File: config.mk
export PLATFORM = sky130hd
export DESIGN_NAME = comb_stack_flat
export DESIGN_NICKNAME = d
export VERILOG_FILES = /design/src/rtl/comb_stack_if.sv /design/src/rtl/comb_stack.sv /design/src/flat_wrapper.sv
export SDC_FILE = /design/constraint.sdc
export NUM_CORES = 1
export LEC_CHECK = 0
export ABC_CLOCK_PERIOD_IN_PS = 6000
export CAP_MARGIN = 10
export CORE_ASPECT_RATIO = 0.5
export CORE_MARGIN = 2
export CORE_UTILIZATION = 50
export CTS_CLUSTER_SIZE = 25
export DETAILED_ROUTE_END_ITERATION = 12
export PLACE_DENSITY = 0.67
export SYNTH_ARGS = -nofsm -noshare
export SYNTH_HDL_FRONTEND = slang
export SYNTH_SLANG_ARGS = --single-unit
File: constraint.sdc
create_clock -name clk -period 6 [get_ports clk]
set_input_delay 1.2 -clock clk [delete_from_list [all_inputs] [get_ports clk]]
set_output_delay 1.2 -clock clk [all_outputs]
set_load 0.02 [all_outputs]
File: src/rtl/comb_stack_if.sv
// Operand-stack bus between the C(n,m) controller (master) and comb_stack (slave).
// push/pop are single-cycle strobes with no back-pressure; is_empty/is_full/count are registered status.
interface comb_stack_if #(
    parameter int WIDTH = 8,
    parameter int CNT_W = 7
);
    logic             clr;
    logic             push;
    logic             pop;
    logic [1:0]       sel_stack;
    logic [WIDTH-1:0] d0;
    logic [WIDTH-1:0] d1;
    logic [WIDTH-1:0] d2;
    logic [WIDTH-1:0] dout;
    logic             is_empty;
    logic             is_full;
    logic [CNT_W-1:0] count;
    logic             ovf;
    logic             udf;
    logic [CNT_W-1:0] max_depth;

    modport master (
        output clr, push, pop, sel_stack, d0, d1, d2,
        input  dout, is_empty, is_full, count, ovf, udf, max_depth
    );

    modport slave (
        input  clr, push, pop, sel_stack, d0, d1, d2,
        output dout, is_empty, is_full, count, ovf, udf, max_depth
    );
endinterface

File: src/rtl/comb_stack.sv
// LIFO operand stack for the C(n,m) controller; popped word is returned on a registered dout.
// Optional high-water mark on max_depth is enabled by defining COMB_STACK_WATERMARK_EN.
module comb_stack #(
    parameter int WIDTH = 8,
    parameter int DEPTH = 64,
    parameter int CNT_W = 7
) (
    input  logic         clk,
    input  logic         rst,
    comb_stack_if.slave  bus
);
    localparam int AW = (DEPTH > 1) ? $clog2(DEPTH) : 1;
    localparam logic [CNT_W-1:0] DEPTH_C = CNT_W'(DEPTH);

    logic [WIDTH-1:0] mem_q [DEPTH];

    logic [CNT_W-1:0] count_q, count_d;
    logic [WIDTH-1:0] dout_q, dout_d;
    logic             ovf_q, ovf_d;
    logic             udf_q, udf_d;

    logic             empty, full;
    logic [WIDTH-1:0] push_word;
    logic [AW-1:0]    top_idx;
    logic             wr_en;
    logic [AW-1:0]    wr_addr;

    assign empty   = (count_q == '0);
    assign full    = (count_q == DEPTH_C);
    // count is in 1..DEPTH whenever top_idx is used, so the low-bit wrap at DEPTH is intended.
    assign top_idx = count_q[AW-1:0] - AW'(1);

    always_comb begin
        push_word = '0;
        case (bus.sel_stack)
            2'd0:    push_word = bus.d0;
            2'd1:    push_word = bus.d1;
            2'd2:    push_word = bus.d2;
            default: push_word = '0;
        endcase
    end

    always_comb begin
        count_d = count_q;
        dout_d  = dout_q;
        ovf_d   = ovf_q;
        udf_d   = udf_q;
        wr_en   = 1'b0;
        wr_addr = count_q[AW-1:0];
        if (bus.clr) begin
            count_d = '0;
            dout_d  = '0;
            ovf_d   = 1'b0;
            udf_d   = 1'b0;
        end else if (bus.push && bus.pop) begin
            if (empty) begin
                // Push lands in slot 0; the pop has nothing to return.
                wr_en   = 1'b1;
                wr_addr = '0;
                count_d = CNT_W'(1);
                udf_d   = 1'b1;
            end else begin
                dout_d  = mem_q[top_idx];
                wr_en   = 1'b1;
                wr_addr = top_idx;
            end
        end else if (bus.push) begin
            if (full) begin
                ovf_d = 1'b1;
            end else begin
                wr_en   = 1'b1;
                wr_addr = count_q[AW-1:0];
                count_d = count_q + CNT_W'(1);
            end
        end else if (bus.pop) begin
            if (empty) begin
                udf_d = 1'b1;
            end else begin
                dout_d  = mem_q[top_idx];
                count_d = count_q - CNT_W'(1);
            end
        end
    end

    always_ff @(posedge clk or posedge rst) begin
        if (rst) begin
            count_q <= '0;
            dout_q  <= '0;
            ovf_q   <= 1'b0;
            udf_q   <= 1'b0;
        end else begin
            count_q <= count_d;
            dout_q  <= dout_d;
            ovf_q   <= ovf_d;
            udf_q   <= udf_d;
        end
    end

    // Storage is deliberately not reset; only the occupancy defines valid entries.
    always_ff @(posedge clk) begin
        if (wr_en) begin
            mem_q[wr_addr] <= push_word;
        end
    end

`ifdef COMB_STACK_WATERMARK_EN
    logic [CNT_W-1:0] max_depth_q, max_depth_d;

    always_comb begin
        max_depth_d = max_depth_q;
        if (bus.clr) begin
            max_depth_d = '0;
        end else if (count_d > max_depth_q) begin
            max_depth_d = count_d;
        end
    end

    always_ff @(posedge clk or posedge rst) begin
        if (rst) begin
            max_depth_q <= '0;
        end else begin
            max_depth_q <= max_depth_d;
        end
    end

    assign bus.max_depth = max_depth_q;
`else
    assign bus.max_depth = '0;
`endif

    assign bus.dout     = dout_q;
    assign bus.count    = count_q;
    assign bus.is_empty = empty;
    assign bus.is_full  = full;
    assign bus.ovf      = ovf_q;
    assign bus.udf      = udf_q;
endmodule

File: src/flat_wrapper.sv
// flat-port wrapper written by rule: the top's interface ports become plain ports
module comb_stack_flat 
#(
    parameter int WIDTH = 8,
    parameter int DEPTH = 64,
    parameter int CNT_W = 7
)
  (clk, rst, bus_clr, bus_push, bus_pop, bus_sel_stack, bus_d0, bus_d1, bus_d2, bus_dout, bus_is_empty, bus_is_full, bus_count, bus_ovf, bus_udf, bus_max_depth);
  comb_stack_if #(.WIDTH(WIDTH), .CNT_W(CNT_W)) bus_i ();
  input  logic clk;
  input  logic rst;
  input wire logic [$bits(bus_i.clr)-1:0] bus_clr;
  input wire logic [$bits(bus_i.push)-1:0] bus_push;
  input wire logic [$bits(bus_i.pop)-1:0] bus_pop;
  input wire logic [$bits(bus_i.sel_stack)-1:0] bus_sel_stack;
  input wire logic [$bits(bus_i.d0)-1:0] bus_d0;
  input wire logic [$bits(bus_i.d1)-1:0] bus_d1;
  input wire logic [$bits(bus_i.d2)-1:0] bus_d2;
  output wire logic [$bits(bus_i.dout)-1:0] bus_dout;
  output wire logic [$bits(bus_i.is_empty)-1:0] bus_is_empty;
  output wire logic [$bits(bus_i.is_full)-1:0] bus_is_full;
  output wire logic [$bits(bus_i.count)-1:0] bus_count;
  output wire logic [$bits(bus_i.ovf)-1:0] bus_ovf;
  output wire logic [$bits(bus_i.udf)-1:0] bus_udf;
  output wire logic [$bits(bus_i.max_depth)-1:0] bus_max_depth;
  assign bus_i.clr = bus_clr;
  assign bus_i.push = bus_push;
  assign bus_i.pop = bus_pop;
  assign bus_i.sel_stack = bus_sel_stack;
  assign bus_i.d0 = bus_d0;
  assign bus_i.d1 = bus_d1;
  assign bus_i.d2 = bus_d2;
  assign bus_dout = bus_i.dout;
  assign bus_is_empty = bus_i.is_empty;
  assign bus_is_full = bus_i.is_full;
  assign bus_count = bus_i.count;
  assign bus_ovf = bus_i.ovf;
  assign bus_udf = bus_i.udf;
  assign bus_max_depth = bus_i.max_depth;
  comb_stack #(.WIDTH(WIDTH), .DEPTH(DEPTH), .CNT_W(CNT_W)) u_core (.clk(clk), .rst(rst), .bus(bus_i));
endmodule
**Word level (Yosys, flattened, before mapping)**

Memory sizes are Yosys's and may differ from the RTL's.
Index checks and enable logic that the tools add are counted.

- Register bits after elaboration: 17
- Bits in writable memories: 512
- Bits of input ports: 31
- Logic and storage cells: 57
- Memories kept: 1

Memory list:

| name | words | bits a word | rd ports | clocked after memory_dff | write ports | line | RTL |
|---|---|---|---|---|---|---|---|
| u_core.mem_q | 64 | 8 | 1 | 0 | 1 | comb_stack.sv:15 | `logic [WIDTH-1:0] mem_q [DEPTH];` |

- $add $sub $neg: 3
- Eq/ne operators: 8
- Multiplexer cells: 31
- Reductions and logical operators: 10

Operator list:

| kind | number |
|---|---|
| two-way mux 7 bit | 7 |
| two-way mux 8 bit | 5 |
| one-hot mux 8 bit (3 select lines) | 1 |
| two-way mux 6 bit | 3 |
| two-way mux 1 bit | 15 |
| inequality test 4 x 3 -> 1 bit, second input constant | 2 |
| adder 7 x 1 -> 7 bit, second input constant | 1 |
| == test 7 bit, second input constant | 1 |
| logical NOT 7 bit | 1 |
| subtractor 7 x 1 -> 7 bit, second input constant | 1 |
| subtractor 6 x 1 -> 6 bit, second input constant | 1 |
| AND reduction 4 bit | 1 |
| nonzero test 2 bit | 2 |
| nonzero test 4 bit | 1 |
| inequality test 3 x 2 -> 1 bit, second input constant | 1 |
| inequality test 3 bit, second input constant | 1 |
| AND reduction 3 bit | 1 |
| nonzero test 3 bit | 1 |
| == test 2 x 1 -> 1 bit, second input constant | 1 |
| == test 2 bit, second input constant | 1 |
| logical NOT 2 bit | 1 |
| inequality test 2 bit, second input constant | 1 |
| AND reduction 2 bit | 1 |
| logical AND 1 bit | 1 |

**Longest topological paths before layout**

Gate-level depths: netlist (run 1).

- Depth in word-level cells: 7
- Gate-level depth with buffers: 14
- Depth with buffers taken out: 9

**Least setup slack after synthesis (run 1)**

OpenSTA, ideal clock, no wires.

- Kind: input to register
- Start point: input bus_sel_stack[0]
- End point: memory u_core.mem_q[0][0] (data pin)
- Setup time: 702 ps
- Arrival: 4253 ps
- Data required time: 5298 ps
- Slack: 1046 ps
- Stages on the path: 3
- Path buffers: 1
- Cell sequence: clkbuf_1 mux2i_1 o21ai_0

- Longest elaborated chain between the ends: 2

RTL lines:

| item | line | RTL |
|---|---|---|
| from (decl) | flat_wrapper.sv:15 | `input wire logic [$bits(bus_i.sel_stack)-1:0] bus_sel_stack;` |
| == test 2 bit (tied with other cells) | comb_stack.sv:35 | `case (bus.sel_stack)` |
| one-hot mux 8 bit (3 select lines) (*) | comb_stack.sv:35 |  |
| net u_core.push_word[0] | comb_stack.sv:23 | `logic [WIDTH-1:0] push_word;` |
| to (decl) | comb_stack.sv:15 |  |

The timed path passes the listed nets; every way through them passes the cells marked *.

**Final worst setup path (run 1)**

- Start point: register u_core.count_q[0] (netlist: u_core.bus.count[0])
- End point: output bus_is_empty

- Longest elaborated chain between the ends: 1

RTL lines:

| item | line | RTL |
|---|---|---|
| from (decl) | comb_stack.sv:17 | `logic [CNT_W-1:0] count_q, count_d;` |
| from (signal assigned) | comb_stack.sv:92 | `count_q <= count_d;` |
| logical NOT 7 bit | comb_stack.sv:28 | `assign empty = (count_q == '0);` |
| to (decl) | flat_wrapper.sv:20 | `output wire logic [$bits(bus_i.is_empty)-1:0] bus_is_empty;` |

No other way between the ends.

==> impl_metrics.py, run 1 <==
metrics = {
    "logic_synthesis": {
        "synthMuxAreaShare": 0.155,
        "synth.distinct_cells": 49,
        "synth-edff-count": 512,
        "ys_warn_count": 0,
        "seq_area_frac_synth": 0.742,
        "synth_top_family_by_area": "multiplexers",
        "synth-compound-area-share": 0.0314,
        "synth_xor_area_frac": 0.00411,
        "synthAdderAreaFrac": 0.00446,
        "synth_area_mm2": 0.0213,
        "synthSimpleGateAreaFrac": 0.0467,
        "syn_area_per_cell_um2": 19.5,
        "post_synth_inst_count": 1093,
        "synthArstFlopShare": 0.0321,
        "synthFlopType": "edfxtp_1",
        "synth-seq-cells": 529,
    },
    "cts": {
        "cts_hold_buf": 0,
        "clkSinkCount": 529,
        "insertion_delay_ns": 0.56,
        "h-tree-depth": 2,
        "path_clk_slew_ns": 0.06,
        "postCtsSetupBuffers": 0,
        "cts_buffer_depth": 3,
        "cts_tree": "done",
        "cts_made_buffers": 46,
        "cts_resized": 0,
        "clockRootBuffer": "clkbuf_16",
    },
    "pwr": {
        "ir_drop_mv": 0.261,
        "powerDensity_mw_per_mm2": 461,
        "total_power_uw": 11100,
        "p_leak_uw": 0.00755,
    },
    "worst_setup_path": {
        "path_max_fanout": 35,
        "crit_arrival_ns": 3.53,
        "crit_type": "register to primary output",
        "start_kind": "register",
        "worstSetupEndpointType": "primary output",
        "crit_required_ns": 4.80,
    },
    "placement": {
        "dpl.hpwl_um": 29600,
        "routabilityCongestion": 0.863,
        "port_buffers": 49,
    },
    "sta": {
        "setup_viol": 0,
        "hold_viol_final": 0,
        "finalCriticalPeriod_ns": 4.73,
        "drv_slew": 0,
        "rsz0062_at_grt": "false",
        "slew_headroom": 0.306,
        "period_share": 0.788,
        "finalClockSkew_ns": 0.0212,
        "clock.fmax_mhz": 212,
        "worstMarginPinSlew_ns": 1.04,
        "setup_tns_ns": 0,
    },
    "routing": {
        "viasPerCell": 6.09,
        "drc": 0,
        "vias": 10800,
        "postRouteAntennaNets": 0,
        "wirelength_um": 47800,
        "first_iter_violations": 1341,
        "avgRoutedWirePerCell_um": 27.1,
        "dr.pass1.iters": 5,
    },
    "layout": {
        "syn_to_final_growth_pct": 12.8,
        "diodes": 0,
        "drive_above_1_share": 0.207,
        "seq_area_mm2": 0.0158,
        "final_nets": 1191,
        "multi_input_area_mm2": 0.00533,
        "mostFrequentLayoutCell": "edfxtp_1",
        "final_cell_mix": "edfxtp_1 (512), mux4_2 (136), nor2_1 (79)",
        "fillerInstances": 3052,
    },
    "global_routing": {
        "grt_pass1_vias": 10900,
        "antenna_found_initial": 0,
        "grt_max_degree": 71,
        "grt_pass1_wl_um": 71300,
        "grt.overflow.total": 0,
        "track_usage": 0.222,
    },
    "die": {
        "initial_core_util": 0.508,
        "rows": 53,
        "io_pins": 57,
        "core_mm2": 0.0420,
        "dieArea_mm2": 0.0444,
        "die_y_um": 150,
        "fp.dieW_um": 296,
    },
    "run": {
        "drv_cap": 0,
    },
    "hold_path": {
        "min-delay-path-class": "register to register",
    },
    "run_status": {
        "status": "finished, final reports clean",
    },
}
==> worst paths after layout <==
check	startpoint	end	slack [ns]	cells after the start
setup / recovery	u_core.bus.count[0]	bus_is_empty	1.27	6
hold / removal	u_core.bus.udf	u_core.bus.udf	0.52	2
setup reg to reg	u_core.bus.count[0]	u_core.bus.dout[0]	1.51	9
hold reg to reg	u_core.bus.udf	u_core.bus.udf	0.52	2
max in group asynchronous	rst	u_core.bus.count[0]	4.28	2
min in group asynchronous	rst	u_core.bus.count[2]	1.11	2
==> metrics by stage <==
step	util	worst slack, ns	cell area [µm²]	hold slack, ns	std cells
global placement	0.537	1.52	22500	0.496	1682
floorplan	-	1.05	21300	0.599	1099
finish	0.572	1.27	24000	0.516	1765
CTS	0.572	1.25	24000	0.506	1765
detailed placement	0.537	1.37	22500	0.492	1682
global route	0.572	1.14	24000	0.569	1765
==> kinds of logic (layout without fill, tap and decap cells) <==
kind of cell / after synthesis / in the layout
DFF: 529 / 529
and+or+nand+nor: 215 / 215
muxes: 161 / 161
AOI/OAI and AO/OA: 97 / 97
buffers and inverters: 73 / 162
xor gates and xnor gates: 10 / 10
adders and majority gates: 7 / 7
other: 1 / 7
==> worst max-delay path, cell delays in order (launching register included) <==
cell             delay, ns
dfrtp_4               0.71
inv_1                 0.31
ha_4                  0.23
or4b_4                0.50
or3_4                 0.39
clkinv_2              0.17
clkdlybuf4s50_1       0.64
==> where the power goes <==
group | internal (µW) | switching (µW)
Sequential | 4190 | 134
Combinational | 1560 | 2250
Clock | 1660 | 1290
==> cell usage after synthesis (all sizes together), types with 5 or more instances <==
cell	count	area share
a22oi	7	0.0025
nor2	79	0.014
a211oi	32	0.011
and2	17	0.0051
inv	11	0.0019
mux4	136	0.14
dfrtp	17	0.020
mux2i	25	0.012
edfxtp	512	0.72
xor2	5	0.0021
buf	33	0.0090
nand2	75	0.013
o211ai	8	0.0028
xnor2	5	0.0021
ha	6	0.0035
nand3	21	0.0049
clkbuf	28	0.0049
o21ai	17	0.0040
a21oi	12	0.0028
==> sequential cells by signal (all words and copies together) (netlist names) <==
register,flops
u_core.bus.udf,1
u_core.bus.count,7
u_core.mem_q,512
u_core.bus.ovf,1
u_core.bus.dout,8
==> routing by layer <==
layer,vias to the layer above,track usage,routed length [µm]
met5,-,0,0
met4,0,0.0530,987
met3,75,0.0603,4980
met2,537,0.343,22300
met1,5584,0.317,19600
li1,4555,-,-
==> cell type report <==
type                       instances  share of cell area
sequential                       529               0.658
multi-input combinational        497               0.222
clock buffer                      64              0.0546
tap                              577              0.0300
timing repair buffer              67              0.0260
clock inverter                    19             0.00755
inverter                          12             0.00193
No activity file was read; power rests on OpenSTA's default activity.
==> inputs of run 2 (changes only) <==
- ABC_CLOCK_PERIOD_IN_PS: 6000 -> 3860
- PLACE_DENSITY: 0.67 -> 0.69
- clock period: 6 -> 3.86 ns (I/O delays scaled with it)
==> run 2 against run 1 <==
Sequential power increased by 53%. Die area did not move. Global-route usage down 0.51 points. Worst hold slack got worse by 0.0016 ns. Sequential share of layout area fell by 1.7 points. Critical path type unchanged. Critical endpoint unchanged.
==> impl_metrics.py, run 2 (same netlist as run 1, synthesis figures left out) <==
metrics = {
    "run_status": {
        "status": "finished, final reports clean",
    },
    "die": {
        "dieArea_mm2": 0.0444,
        "rows": 53,
        "die_y_um": 150,
        "io_pins": 57,
        "fp.dieW_um": 296,
        "initial_core_util": 0.508,
        "core_mm2": 0.0420,
    },
    "global_routing": {
        "track_usage": 0.217,
        "grt.overflow.total": 0,
        "grtUsageMet2": 0.348,
        "use_met1": 0.300,
        "grt_pass1_wl_um": 69800,
        "met3_usage": 0.0484,
        "busiest_layer": "met2",
        "grt_max_degree": 134,
        "antenna_found_initial": 1,
        "grt_pass1_vias": 11100,
    },
    "worst_setup_path": {
        "start_kind": "register",
        "slowest_delay_ns": 0.52,
        "crit_arrival_ns": 2.93,
        "cp_top_family": "simple AND/OR/NAND/NOR gates",
        "path_max_fanout": 7,
        "worstPathCellList": "inv_1 -> ha_4 -> or4b_4 -> or3_4 -> clkinv_2 -> dlygate4sd2_1",
        "crit_type": "register to primary output",
        "cp_slowest_cell": "or4b_4",
        "worstSetupEndpointType": "primary output",
        "path_buf_inv": 3,
        "crit_required_ns": 3.09,
    },
    "pwr": {
        "switching_power_uw": 5650,
        "seqPwrFrac": 0.384,
        "p_sw_frac": 0.329,
        "powerDensity_mw_per_mm2": 697,
        "ir_drop_mv": 0.655,
        "combPwrFrac": 0.355,
        "p_clk_frac": 0.261,
        "p_leak_uw": 0.00800,
        "p_int_uw": 11500,
    },
    "cts": {
        "insertion_delay_ns": 0.56,
        "clkSinkCount": 529,
        "cts_resized": 2,
        "cts_hold_buf": 0,
        "h-tree-depth": 2,
        "cts_made_buffers": 47,
        "postCtsSetupBuffers": 0,
        "path_clk_slew_ns": 0.06,
        "cts_buffer_depth": 3,
        "clockRootBuffer": "clkbuf_16",
        "cts_tree": "done",
    },
    "routing": {
        "first_iter_violations": 1257,
        "avgRoutedWirePerCell_um": 25.3,
        "postRouteAntennaNets": 0,
        "vias": 10900,
        "drc": 0,
        "wirelength_um": 46600,
        "viasPerCell": 5.94,
        "dr.pass1.iters": 5,
    },
    "sta": {
        "drv_slew": 0,
        "clock.fmax_mhz": 270,
        "setup_viol": 0,
        "worstMarginPinSlew_ns": 1.00,
        "final.setup.worst_slack_ns": 0.159,
        "finalCriticalPeriod_ns": 3.70,
        "setup_tns_ns": 0,
        "period_share": 0.959,
        "hold_viol_final": 0,
        "finalClockSkew_ns": 0.0214,
        "slew_headroom": 0.333,
        "rsz0062_at_grt": "false",
    },
    "layout": {
        "regMostFlops": "u_core.mem_q",
        "diodes": 0,
        "final_cell_mix": "edfxtp_1 (512), mux4_2 (136), buf_4 (83)",
        "drive_above_1_share": 0.255,
        "largest_register_ffs": 512,
        "fillerInstances": 2988,
        "final_nets": 1265,
        "mostFrequentLayoutCell": "edfxtp_1",
        "syn_to_final_growth_pct": 15.8,
    },
    "placement": {
        "dpl.hpwl_um": 28000,
        "routabilityCongestion": 0.873,
        "pre_cts_slack_ns": 0.392,
        "port_buffers": 49,
    },
    "run": {
        "drv_cap": 0,
    },
    "hold_path": {
        "min-delay-path-class": "register to register",
    },
}
## run 2: cell types whose count changed in the layout (fill, tap and decap cells not counted), moves of 2 or more
cell	before	now
clkinv_1	3	5
clkinv_2	8	12
buf_12	0	7
buf_4	18	83
bufinv_16	3	1
clkinvlp_4	6	1
clkbuf_8	3	6
clkbuf_1	12	9
## run 2: final timing paths
path | start | endpoint | slack [ns] | cells past startpoint
max | u_core.bus.count[0] | bus_is_empty | 0.16 | 6
min | u_core.bus.udf | u_core.bus.udf | 0.51 | 2
max reg2reg | u_core.bus.count[0] | u_core.mem_q[32][1] | 0.30 | 10
min reg2reg | u_core.bus.udf | u_core.bus.udf | 0.51 | 2
max in group asynchronous | rst | u_core.bus.count[0] | 2.62 | 2
min in group asynchronous | rst | u_core.bus.count[6] | 0.66 | 2
## run 2: per-stage QoR
stage                     instance area [µm²]  power, µW  hold WS, ns  utilization  cells
after CTS                               24700      17300        0.521        0.588   1839
after global placement                  23200      12700        0.498        0.552   1756
after global routing                    24700      17900        0.579        0.588   1839
after detailed placement                23200      12800        0.507        0.552   1756
final                                   24700      17200        0.514        0.588   1839
after floorplan                         21300      10900        0.599            -   1099
## run 2: worst reg2reg max path, delay by kind of cell (launching register included)
family / cells / cell delay (ns)
and+or+nand+nor: 4 / 1.66
AOI/OAI and AO/OA: 2 / 0.31
DFF: 1 / 0.50
buffers and inverters: 3 / 0.57
adders and majority gates: 1 / 0.23
## run 2: layout make-up
type | count | area [µm²] | share of cell area
Sequential cell | 529 | 15800 | 0.641
Timing Repair Buffer | 140 | 1280 | 0.0519
Tap cell | 577 | 722 | 0.0293
Inverter | 12 | 46.3 | 0.00188
Multi-Input combinational cell | 497 | 5340 | 0.216
Clock buffer | 64 | 1340 | 0.0544
Clock inverter | 20 | 136 | 0.00553
## run 2: routing by layer
| layer | vias to the layer above | share of wire |
|---|---|---|
| met5 | - | 0.00028 |
| met4 | 2 | 0.028 |
| met3 | 93 | 0.081 |
| met2 | 473 | 0.48 |
| met1 | 5658 | 0.41 |
| li1 | 4696 | - |
## run 2: power by group through the flow
stage / Combinational (µW) / Sequential, µW / Clock (µW)
global route: 6490 / 6620 / 4790
floorplan: 4120 / 6760 / 0
finish: 6100 / 6610 / 4490
detailed placement: 6070 / 6720 / 0
CTS: 6110 / 6600 / 4570
global placement: 6020 / 6720 / 0
==> inputs of run 3 (changes only) <==
- CORE_ASPECT_RATIO: 0.5 -> 1.4
- HOLD_SLACK_MARGIN: unset -> 0.12
==> run 3 against run 2 <==
Cell area is 0.39% higher. Maximum frequency shrank 1.2%. Critical path depth unchanged. Via count shrank 0.21%. Sequential power is essentially flat. Global-route usage is 0.78 points higher. Combinational power grew 1%. Sequential cell count unchanged. Critical path type unchanged. Critical endpoint unchanged. Largest cell class unchanged. Highest routed layer is now met4.
==> impl_metrics.py, run 3 (same netlist as run 1, synthesis figures left out) <==
metrics = {
    "run_status": {
        "status": "finished, final reports clean",
    },
    "sta": {
        "period_share": 0.970,
        "rsz0062_at_grt": "false",
        "drv_slew": 0,
        "clock.fmax_mhz": 267,
        "finalClockSkew_ns": 0.0192,
        "setup_viol": 0,
        "slew_headroom": 0.388,
        "setup_tns_ns": 0,
        "finalCriticalPeriod_ns": 3.75,
        "hold_viol_final": 0,
        "worstMarginPinSlew_ns": 0.914,
    },
    "placement": {
        "dpl.hpwl_um": 30100,
        "routabilityCongestion": 0.863,
        "port_buffers": 49,
    },
    "pwr": {
        "ir_drop_mv": 0.490,
        "total_power_uw": 17500,
        "seqPwrFrac": 0.378,
        "combPwrFrac": 0.353,
        "p_sw_frac": 0.327,
        "p_clk_frac": 0.270,
        "p_int_uw": 11800,
        "switching_power_uw": 5710,
        "powerDensity_mw_per_mm2": 706,
        "p_leak_uw": 0.00806,
    },
    "layout": {
        "drive_above_1_share": 0.260,
        "largest_register_ffs": 512,
        "final_nets": 1274,
        "mostFrequentLayoutCell": "edfxtp_1",
        "final_cell_mix": "edfxtp_1 (512), mux4_2 (136), buf_4 (95)",
        "syn_to_final_growth_pct": 16.2,
        "diodes": 0,
        "regMostFlops": "u_core.mem_q",
    },
    "routing": {
        "first_iter_violations": 957,
        "wirelength_um": 47700,
        "drc": 0,
        "dr.pass1.iters": 5,
        "vias": 10900,
        "postRouteAntennaNets": 0,
        "viasPerCell": 6.00,
        "avgRoutedWirePerCell_um": 26.2,
    },
    "die": {
        "die_y_um": 248,
        "core_mm2": 0.0421,
        "initial_core_util": 0.506,
        "rows": 89,
        "io_pins": 57,
        "dieArea_mm2": 0.0443,
        "fp.dieW_um": 178,
    },
    "worst_setup_path": {
        "worstSetupEndpointType": "primary output",
        "crit_required_ns": 3.09,
        "worstPathCellList": "inv_1 -> ha_4 -> or4b_4 -> or3_4 -> clkinv_2 -> dlygate4sd2_1",
        "path_max_fanout": 7,
        "cp_slowest_cell": "or4b_4",
        "crit_start": "u_core.bus.count[0]",
        "start_kind": "register",
        "crit_type": "register to primary output",
        "reg2reg_from": "u_core.bus.count[0]",
        "crit_arrival_ns": 2.97,
        "slowest_delay_ns": 0.51,
    },
    "global_routing": {
        "grt_max_degree": 65,
        "track_usage": 0.224,
        "grt_pass1_wl_um": 72100,
        "antenna_found_initial": 0,
        "grt.overflow.total": 0,
        "grt_pass1_vias": 11400,
    },
    "cts": {
        "insertion_delay_ns": 0.57,
        "cts_buffer_depth": 3,
        "cts_tree": "done",
        "path_clk_slew_ns": 0.07,
        "cts_made_buffers": 45,
        "h-tree-depth": 2,
        "postCtsSetupBuffers": 0,
        "clkSinkCount": 529,
        "clockRootBuffer": "clkbuf_16",
    },
    "hold_path": {
        "min-delay-path-class": "register to register",
        "worstHoldStart": "u_core.bus.ovf",
    },
    "run": {
        "drv_cap": 0,
    },
}
run 3: cell count changes in the layout (fill, tap and decap cells not counted), sizes merged:
cell	delta
bufinv	+6
clkinvlp	+2
buf	+11
clkinv	+1
clkbuf	-11
inv	+1
run 3: final cells by class:
cell class	instances	area, µm²
clock buffer	53	1200
multi-input combinational	497	5340
clock inverter	30	344
tap	546	683
fill	3060	17300
timing repair buffer	151	1350
sequential	529	15800
inverter	12	46.3
run 3: critical path, delay by kind of cell, from the launching register on:
kind | cells | cell delay (ns)
simple gates | 2 | 0.90
fa+ha+maj | 1 | 0.22
flops | 1 | 0.50
buf+inv | 3 | 0.76
run 3: per-stage QoR:
step           utilization  setup WS (ns)  hold WS, ns  cell area (µm²)  instances
6_report             0.588          0.115        0.529            24800       1818
5_1_grt              0.588         0.0216        0.568            24800       1818
4_1_cts              0.588         0.0854        0.532            24700       1817
3_5_place_dp         0.551          0.386        0.516            23200       1734
3_3_place_gp         0.551          0.411        0.512            23200       1734
2_1_floorplan            -          0.255        0.599            21300       1099
run 3: what timing repair did:
| action | in CTS | in global routing |
|---|---|---|
| endpoints found under the setup margin | 2 | 0 |
| gates resized for setup | 2 | 0 |
| hold buffers | 0 | 0 |
| hold endpoints to repair | 0 | 0 |
run 3: metal layers:
layer  wire length, µm  vias to the layer above  track usage
met2             25500                      361        0.396
li1                  -                     4715            -
met5                 0                        -            0
met1             18100                     5738        0.287
met4              1650                        0       0.0794
met3              2480                       85       0.0288
run 3: final timing paths:
kind                                  endpoint  slack [ns]  cells after the start
setup reg to reg           u_core.mem_q[16][7]        0.47                     10
hold / removal                  u_core.bus.ovf        0.53                      2
min in group asynchronous  u_core.bus.count[2]        0.65                      2
max in group asynchronous  u_core.bus.count[0]        2.62                      2
hold reg to reg                 u_core.bus.ovf        0.53                      2
setup / recovery                  bus_is_empty        0.11                      6
run 3: power by group through the flow:
stage               Sequential (µW)  Clock (µW)  Combinational, µW
floorplan                      6760           0               4120
global placement               6710           0               6170
detailed placement             6720           0               6210
CTS                            6600        4780               6230
global route                   6610        4980               6550
finish                         6600        4710               6160
